==> src/rtl/disp_sseg_seq.sv <==
// Sequential double-dabble seven-segment driver with load/busy/done handshake.
// Define DISP_SSEG_LZB_EN to enable leading-zero blanking in decimal and hex modes.
module disp_sseg_seq #(
  parameter int WIDTH  = 8,
  parameter int DIGITS = 4
) (
  input  logic                  clk,
  input  logic                  reset,
  input  logic [WIDTH-1:0]      x,
  input  logic [1:0]            mode,
  input  logic                  load,
  input  logic                  enable,
  output logic                  busy,
  output logic                  done,
  output logic                  ovf,
  output logic [7*DIGITS-1:0]   segs
);

  localparam int BW = 4 * DIGITS;
  localparam int CW = (WIDTH > 1) ? $clog2(WIDTH) : 1;
  localparam logic [6:0] SEG_BLANK = 7'h7F;
  localparam logic [6:0] SEG_MINUS = 7'h3F;

  typedef enum logic [1:0] {IDLE, CONV, DONE} state_t;
  typedef enum logic [1:0] {MODE_SDEC = 2'b00, MODE_HEX = 2'b01,
                            MODE_BIN = 2'b10, MODE_UDEC = 2'b11} mode_t;

  state_t              state;
  mode_t               mode_q;
  logic                neg_q;
  logic [WIDTH-1:0]    x_q;
  logic [WIDTH-1:0]    sh;
  logic [BW-1:0]       bcd;
  logic                bcd_ovf;
  logic [CW-1:0]       cnt;
  logic [7*DIGITS-1:0] result_q;

  logic [WIDTH-1:0]    mag;
  logic [BW-1:0]       adj;
  logic [BW-1:0]       bcd_nx;
  logic [WIDTH-1:0]    sh_nx;
  logic                carry;
  logic [31:0]         xp;
  logic [7*DIGITS-1:0] res_segs;
  logic                res_ovf;
  int unsigned         dec_sig;
  int unsigned         hex_sig;

  function automatic logic [6:0] seg7(input logic [3:0] v);
    case (v)
      4'h0: seg7 = 7'h40;
      4'h1: seg7 = 7'h79;
      4'h2: seg7 = 7'h24;
      4'h3: seg7 = 7'h30;
      4'h4: seg7 = 7'h19;
      4'h5: seg7 = 7'h12;
      4'h6: seg7 = 7'h02;
      4'h7: seg7 = 7'h78;
      4'h8: seg7 = 7'h00;
      4'h9: seg7 = 7'h10;
      4'hA: seg7 = 7'h08;
      4'hB: seg7 = 7'h03;
      4'hC: seg7 = 7'h46;
      4'hD: seg7 = 7'h21;
      4'hE: seg7 = 7'h06;
      default: seg7 = 7'h0E;
    endcase
  endfunction

  always_comb begin
    mag = (mode == 2'b00 && x[WIDTH-1]) ? (~x + WIDTH'(1)) : x;
  end

  // A bit shifted out of the top nibble means the value needs more than DIGITS digits.
  always_comb begin
    adj = bcd;
    for (int unsigned d = 0; d < DIGITS; d++) begin
      if (adj[4*d +: 4] >= 4'd5) adj[4*d +: 4] = adj[4*d +: 4] + 4'd3;
    end
    carry  = adj[BW-1];
    bcd_nx = {adj[BW-2:0], sh[WIDTH-1]};
    sh_nx  = {sh[WIDTH-2:0], 1'b0};
  end

  always_comb begin
    xp       = 32'(x_q);
    res_segs = '1;
    res_ovf  = 1'b0;
    dec_sig  = 1;
    hex_sig  = 1;
    for (int unsigned d = 0; d < DIGITS; d++) begin
      if (bcd[4*d +: 4] != 4'd0) dec_sig = d + 1;
      if (xp[4*d +: 4] != 4'd0)  hex_sig = d + 1;
    end
    case (mode_q)
      MODE_HEX: begin
        res_ovf = |(xp >> BW);
        for (int unsigned d = 0; d < DIGITS; d++) begin
`ifdef DISP_SSEG_LZB_EN
          res_segs[7*d +: 7] = (d < hex_sig) ? seg7(xp[4*d +: 4]) : SEG_BLANK;
`else
          res_segs[7*d +: 7] = seg7(xp[4*d +: 4]);
`endif
        end
      end
      MODE_BIN: begin
        for (int unsigned d = 0; d < DIGITS; d++) begin
          res_segs[7*d +: 7] = seg7({2'b00, xp[2*d +: 2]});
        end
      end
      default: begin
        res_ovf = bcd_ovf || (neg_q && bcd[BW-1 -: 4] != 4'd0);
        for (int unsigned d = 0; d < DIGITS; d++) begin
`ifdef DISP_SSEG_LZB_EN
          if (d < dec_sig)              res_segs[7*d +: 7] = seg7(bcd[4*d +: 4]);
          else if (neg_q && d == dec_sig) res_segs[7*d +: 7] = SEG_MINUS;
          else                          res_segs[7*d +: 7] = SEG_BLANK;
`else
          if (neg_q && d == DIGITS - 1) res_segs[7*d +: 7] = SEG_MINUS;
          else                          res_segs[7*d +: 7] = seg7(bcd[4*d +: 4]);
`endif
        end
      end
    endcase
    if (res_ovf) res_segs = {DIGITS{SEG_MINUS}};
  end

  always_ff @(posedge clk) begin
    if (reset) begin
      state    <= IDLE;
      busy     <= 1'b0;
      done     <= 1'b0;
      ovf      <= 1'b0;
      segs     <= '1;
      result_q <= '1;
      mode_q   <= MODE_SDEC;
      neg_q    <= 1'b0;
      x_q      <= '0;
      sh       <= '0;
      bcd      <= '0;
      bcd_ovf  <= 1'b0;
      cnt      <= '0;
    end else begin
      busy <= (state != IDLE);
      done <= 1'b0;
      case (state)
        IDLE: begin
          if (load) begin
            mode_q  <= mode_t'(mode);
            neg_q   <= (mode == 2'b00) && x[WIDTH-1];
            x_q     <= x;
            sh      <= mag;
            bcd     <= '0;
            bcd_ovf <= 1'b0;
            cnt     <= '0;
            state   <= CONV;
          end
        end
        CONV: begin
          sh      <= sh_nx;
          bcd     <= bcd_nx;
          bcd_ovf <= bcd_ovf | carry;
          cnt     <= cnt + 1'b1;
          if (cnt == CW'(WIDTH - 1)) state <= DONE;
        end
        DONE: begin
          result_q <= res_segs;
          ovf      <= res_ovf;
          done     <= 1'b1;
          state    <= IDLE;
        end
        default: state <= IDLE;
      endcase
      // The fresh result bypasses result_q so segs and done move on the same edge.
      if (!enable)            segs <= '1;
      else if (state == DONE) segs <= res_segs;
      else                    segs <= result_q;
    end
  end

endmodule

==> config.mk <==
export PLATFORM = sky130hd
export DESIGN_NAME = disp_sseg_seq
export DESIGN_NICKNAME = d
export VERILOG_FILES = /design/src/rtl/disp_sseg_seq.sv
export SDC_FILE = /design/constraint.sdc
export NUM_CORES = 1
export LEC_CHECK = 0
export BUFFER_PORTS_ARGS = -buffer_cell sky130_fd_sc_hd__buf_4
export CAP_MARGIN = 20
export CORE_MARGIN = 5
export CORE_UTILIZATION = 40
export DETAILED_ROUTE_END_ITERATION = 8
export HOLD_SLACK_MARGIN = 0.15
export PLACE_DENSITY_LB_ADDON = 0.08
export SLEW_MARGIN = 20
export SYNTH_ARGS = -nofsm -noshare
export SYNTH_HDL_FRONTEND = slang
export SYNTH_SLANG_ARGS = --single-unit
==> constraint.sdc <==
create_clock -name clk -period 8.35 [get_ports clk]
set_clock_uncertainty 0.2 [all_clocks]
set_input_delay 0.4175 -clock clk [delete_from_list [all_inputs] [get_ports clk]]
set_output_delay 0.4175 -clock clk [all_outputs]
set_load 0.05 [all_outputs]
**After elaboration in Yosys (flattened, before gate mapping)**

Memory sizes are Yosys's and may differ from the RTL's. A register that Yosys moved wholly into a read port is not among the register bits.
Index checks and enable logic that the tools add are counted.

- Output and inout bits: 31
- Input bits: 14
- Register bits after elaboration: 100
- Bits in read-only memories: 672
- Memories kept: 6

Memories:

| memory | depth | bits a word | read ports | clocked after memory_dff | wr ports | line | source |
|---|---|---|---|---|---|---|---|
| (no name shown) | 16 | 7 | 1 | 1 | 0 | 50 | `case (v)` |
| (no name shown) | 16 | 7 | 1 | 1 | 0 | 50 |  |
| (no name shown) | 16 | 7 | 1 | 1 | 0 | 50 |  |
| (no name shown) | 16 | 7 | 1 | 1 | 0 | 50 |  |
| (no name shown) | 16 | 7 | 1 | 1 | 0 | 50 |  |
| (no name shown) | 16 | 7 | 1 | 1 | 0 | 50 |  |

- Equality and inequality tests: 19
- Add/sub/neg operators: 6
- Bitwise gates (word level): 3
- $lt $le $gt $ge: 4
- Mux-type cells: 38
- Reduce and logical (&&, ||, !) cells: 17

Operator list:

| kind | number |
|---|---|
| 7-bit one-hot mux with 4 select lines | 4 |
| 4-bit 2-to-1 mux | 16 |
| 28-bit 2-to-1 mux | 2 |
| 28-bit one-hot mux with 2 select lines | 1 |
| 16-bit one-hot mux with 2 select lines | 1 |
| 2-bit equality test, second input constant | 10 |
| 4-bit by 2-bit adder with 4-bit output, second input constant | 4 |
| 4-bit by 3-bit greater-or-equal comparator with 1-bit output, second input constant | 4 |
| 16-bit 2-to-1 mux | 1 |
| 8-bit 2-to-1 mux | 2 |
| 8-bit one-hot mux with 2 select lines | 1 |
| 2-bit by 1-bit equality test with 1-bit output, second input constant | 6 |
| 2-bit zero test | 6 |
| 8-bit by 1-bit adder with 8-bit output, second input constant | 1 |
| 8-bit inverter | 1 |
| 7-bit 2-to-1 mux | 1 |
| 3-bit one-hot mux with 2 select lines | 1 |
| 2-bit AND reduction | 3 |
| 2-bit 2-to-1 mux | 2 |
| 2-bit inequality test, second input constant | 2 |
| 2-bit one-hot mux with 2 select lines | 1 |
| 2-bit nonzero test | 2 |
| 4-bit nonzero test | 1 |
| 2-bit OR reduction | 2 |
| 9 further kinds | 12 |

**Logic depth before layout (Yosys ltp)**

- Word-level depth: 6
- Gate-level depth with buffers: 12

**Worst setup path before layout**

Ideal clock, no wire load.

- Kind: input port to flip-flop
- Start point: in reset
- End point: reg (tool-made name)
- Path buffers: 4
- Path slack: 5.554 ns
- Setup time: 0.117 ns
- Required time: 8.033 ns
- Data arrival time: 2.479 ns
- Cell stages on the path: 10
- Cell sequence: buf_2 -> buf_1 -> clkbuf_1 -> clkbuf_1 -> nor2_1 -> inv_1 -> ha_1 -> mux2_2 -> a2bb2oi_1 -> o22a_1

RTL lines:

| element | line | source |
|---|---|---|
| start, declared | 8 | `input logic reset,` |

==> results.md <==
* Worst Reg-to-Reg Cells at 9
* Total global-route track usage at around 18%
* Share of cells above drive strength 1 at approximately 14%
* Critical path arrival at 3450 ps
* Largest family of logic cells by synthesized area: compound AO/OA/AOI/OAI gates
* WL per Instance at around 17 um
* Via count at 5816
* GPL Wtd Cong at a little under 0.9
* Async SR Flop Fraction at 0%
* Vias in the first global route at 5670
* Period minus WS final at roughly 3400 ps
* Register area at 2840 um2
* Clock sink count at between 100 and 150
* Status: finished, final reports clean
* # port buffers at 44
* Ports at 45
* Synth cell count leaders: dfxtp_1 (142), nand2_1 (94), nor2_1 (62), ha_1 (49), inv_1 (47)
* Core area at approximately 17000 um2
* Final core utilization at 47.7%
* CP max stage delay at roughly 520 ps
* Syn_area_per_cell at 8.86 um2
* Count leader, synth: dfxtp_1
* DR pass1 iterations at 5
* Diodes inserted at 0
* Worst setup EP type: register
* Total Wirelength at around 18000 um
* Post-Synth Simple-Gate Area at between 10% and 20%
* Fin. Hold Viols at 0
* Top cells by area, synth: dfxtp_1 (40%), ha_1 (8.7%), nand2_1 (5.0%), mux2i_1 (4.4%), nor2_1 (3.3%)
* CP dominant cell by count: buf_4
* Setup_tns at 0 ps
* Worst path cell trace: dlygate4sd3_1, buf_4, buf_4, inv_1, buf_4, and2_1, inv_1, ha_1, mux4_2
* Slew headroom at around 37%
* Die Y at approximately 140 um
* Antenna violations before repair at 0
* HPWL after DPL at approximately 13000 um
* Pin count of the biggest net entering global routing at 55
* CTS root buffer: clkbuf_16
* Final net count at between 800 and 900
* DR DRC count at 0
* Predominant post-synthesis flop cell: dfxtp_1
* Footprint of the multi-input gates at roughly 3800 um2
* Max Freq at 298 MHz
* Clock slew seen by the registers of the worst setup and hold paths at ~60 ps
* Min-delay worst type: in -> reg
* Final Cycle Share at 40.2%
* Reg2reg setup slack at roughly 5000 ps
* Final Max Tran Viols at 0
* Total congestion overflow at 0
* Max_cap viols at 0
* Post-synthesis compound-gate area fraction at between 20% and 30%
* Area grow syn2layout at 16.7%
* CP required at roughly 8400 ps
* Count of cell types in the netlist at 75
* Worst slew pin tran at between 900 and 1000 ps
* EDFF count, synth at 0
* First-pass GRT wire length at between 20000 and 30000 um
* Setup ws final at approximately 5000 ps
* Vias per inst at 5.45
* Skew-Pair Late Insertion Delay at between 400 and 500 ps
* Post-synthesis sequential area ratio at between 40% and 50%
* CP Launch Type: input pin
* Final setup fails at 0
* Post-synthesis mux area share at under 10%
* Slowest library cell on the worst path: dlygate4sd3_1
* Die footprint at ~20000 um2
* Dpl ws at around 5000 ps
* H-tree Lvls at 4
* Post-Syn Nets at ~860
* Syn Inst Count at approximately 800
* Adder-cell share of the synthesized area at approximately 8.7%
* RSZ-0062 raised after global routing: false
* Worst hold slack at 219 ps
* Maximum fanout along the worst path at 54
* Seq cells post-synth at roughly 140
* FILL cells at between 1.5k and 2k
* Bufs on Longest Clock Path at 2
* Die W at 143 um
* Synth top area share at between 40% and 50%
* Leakage power at between 3 and 4 nW
* Leading area contributor after synthesis: dfxtp_1
* Detail Route Antenna Nets at 0
* VDD IR max at between 0.1 and 0.15 mV
* 1st-iter DRT viols at 400
* Initial Utilization at about two fifths
* Yosys warning count at 0
* TritonCTS Buffers at 17
* Site row count at 48
* Critical path class: in -> reg
* Xor and xnor area share after synthesis at about 1.4%
* PwrDens at a little under 200 nW/um2
* Mapped Area at 7070 um2
* Worst Hold Depth at 4
* Total design power at between 1.5 and 2 mW
* CTS tree: yes
[power by group]
part,internal [mW],switching (mW),leakage (nW)
Combinational,0.0426,0.0751,1.78
Sequential,0.693,0.0104,1.15
Clock,0.485,0.308,0.297
[through the flow]
step           instance area, um2  std cells
6_report                     8250       1068
5_1_grt                      8250       1068
4_1_cts                      8250       1068
3_5_place_dp                 7540       1027
3_3_place_gp                 7540       1027
2_1_floorplan                7070        798
[worst max-delay path: cells and delay by family]
family                   cells  cell delay, ps
buffers and inverters        6            2040
adder cells (fa/ha/maj)      1             270
AND/OR/NAND/NOR              1             210
multiplexers                 1             450
[layer usage]
metal	vias to the layer above	track usage, %	part of all wire (%)
li1	2909	-	-
met1	2769	24.9	49
met2	120	28.6	46
met3	18	3.99	3.9
met4	0	5.20	1.1
met5	-	0	0
[area by class of cell]
cell class / instances / share of cell area [%]
Tap cell: 225 / 3.41
Clock inverter: 13 / 2.15
Timing Repair Buffer: 62 / 5.92
Multi-Input combinational cell: 557 / 46.4
Clock buffer: 19 / 5.37
Sequential cell: 142 / 34.5
Inverter: 50 / 2.28
[placed cells by master (no fill, tap or decap), types with 9 or more instances in the layout]
cell,n
o21ai_0,33
buf_4,53
inv_1,47
dlygate4sd3_1,9
o22ai_1,23
nand2_1,94
nor2_1,62
nand3_1,12
ha_1,49
o211ai_1,10
clkbuf_16,17
mux2i_1,31
nor3_1,12
a21oi_1,43
dfxtp_1,142
[final timing paths]
check,endpoint,from
max reg2reg,register,state[0]
min,sh[4],x[4]
max,register,reset
min reg2reg,sh[2],sh[2]
[cells by family (layout without fill, tap and decap cells)]
family / after synthesis / after routing
AOI/OAI and AO/OA: 212 / 212
xor gates and xnor gates: 11 / 11
adders and majority gates: 49 / 49
buffers and inverters: 99 / 144
DFF: 142 / 142
muxes: 38 / 38
and+or+nand+nor: 247 / 247
[timing repair]
item / in CTS / in global routing
setup buffers: 0 / 0
hold endpoints to repair: 16 / 0
hold buffers: 9 / 0
gates resized for setup: 0 / 0
setup endpoints to repair: 0 / 0
(Power assumes the default switching activity.)
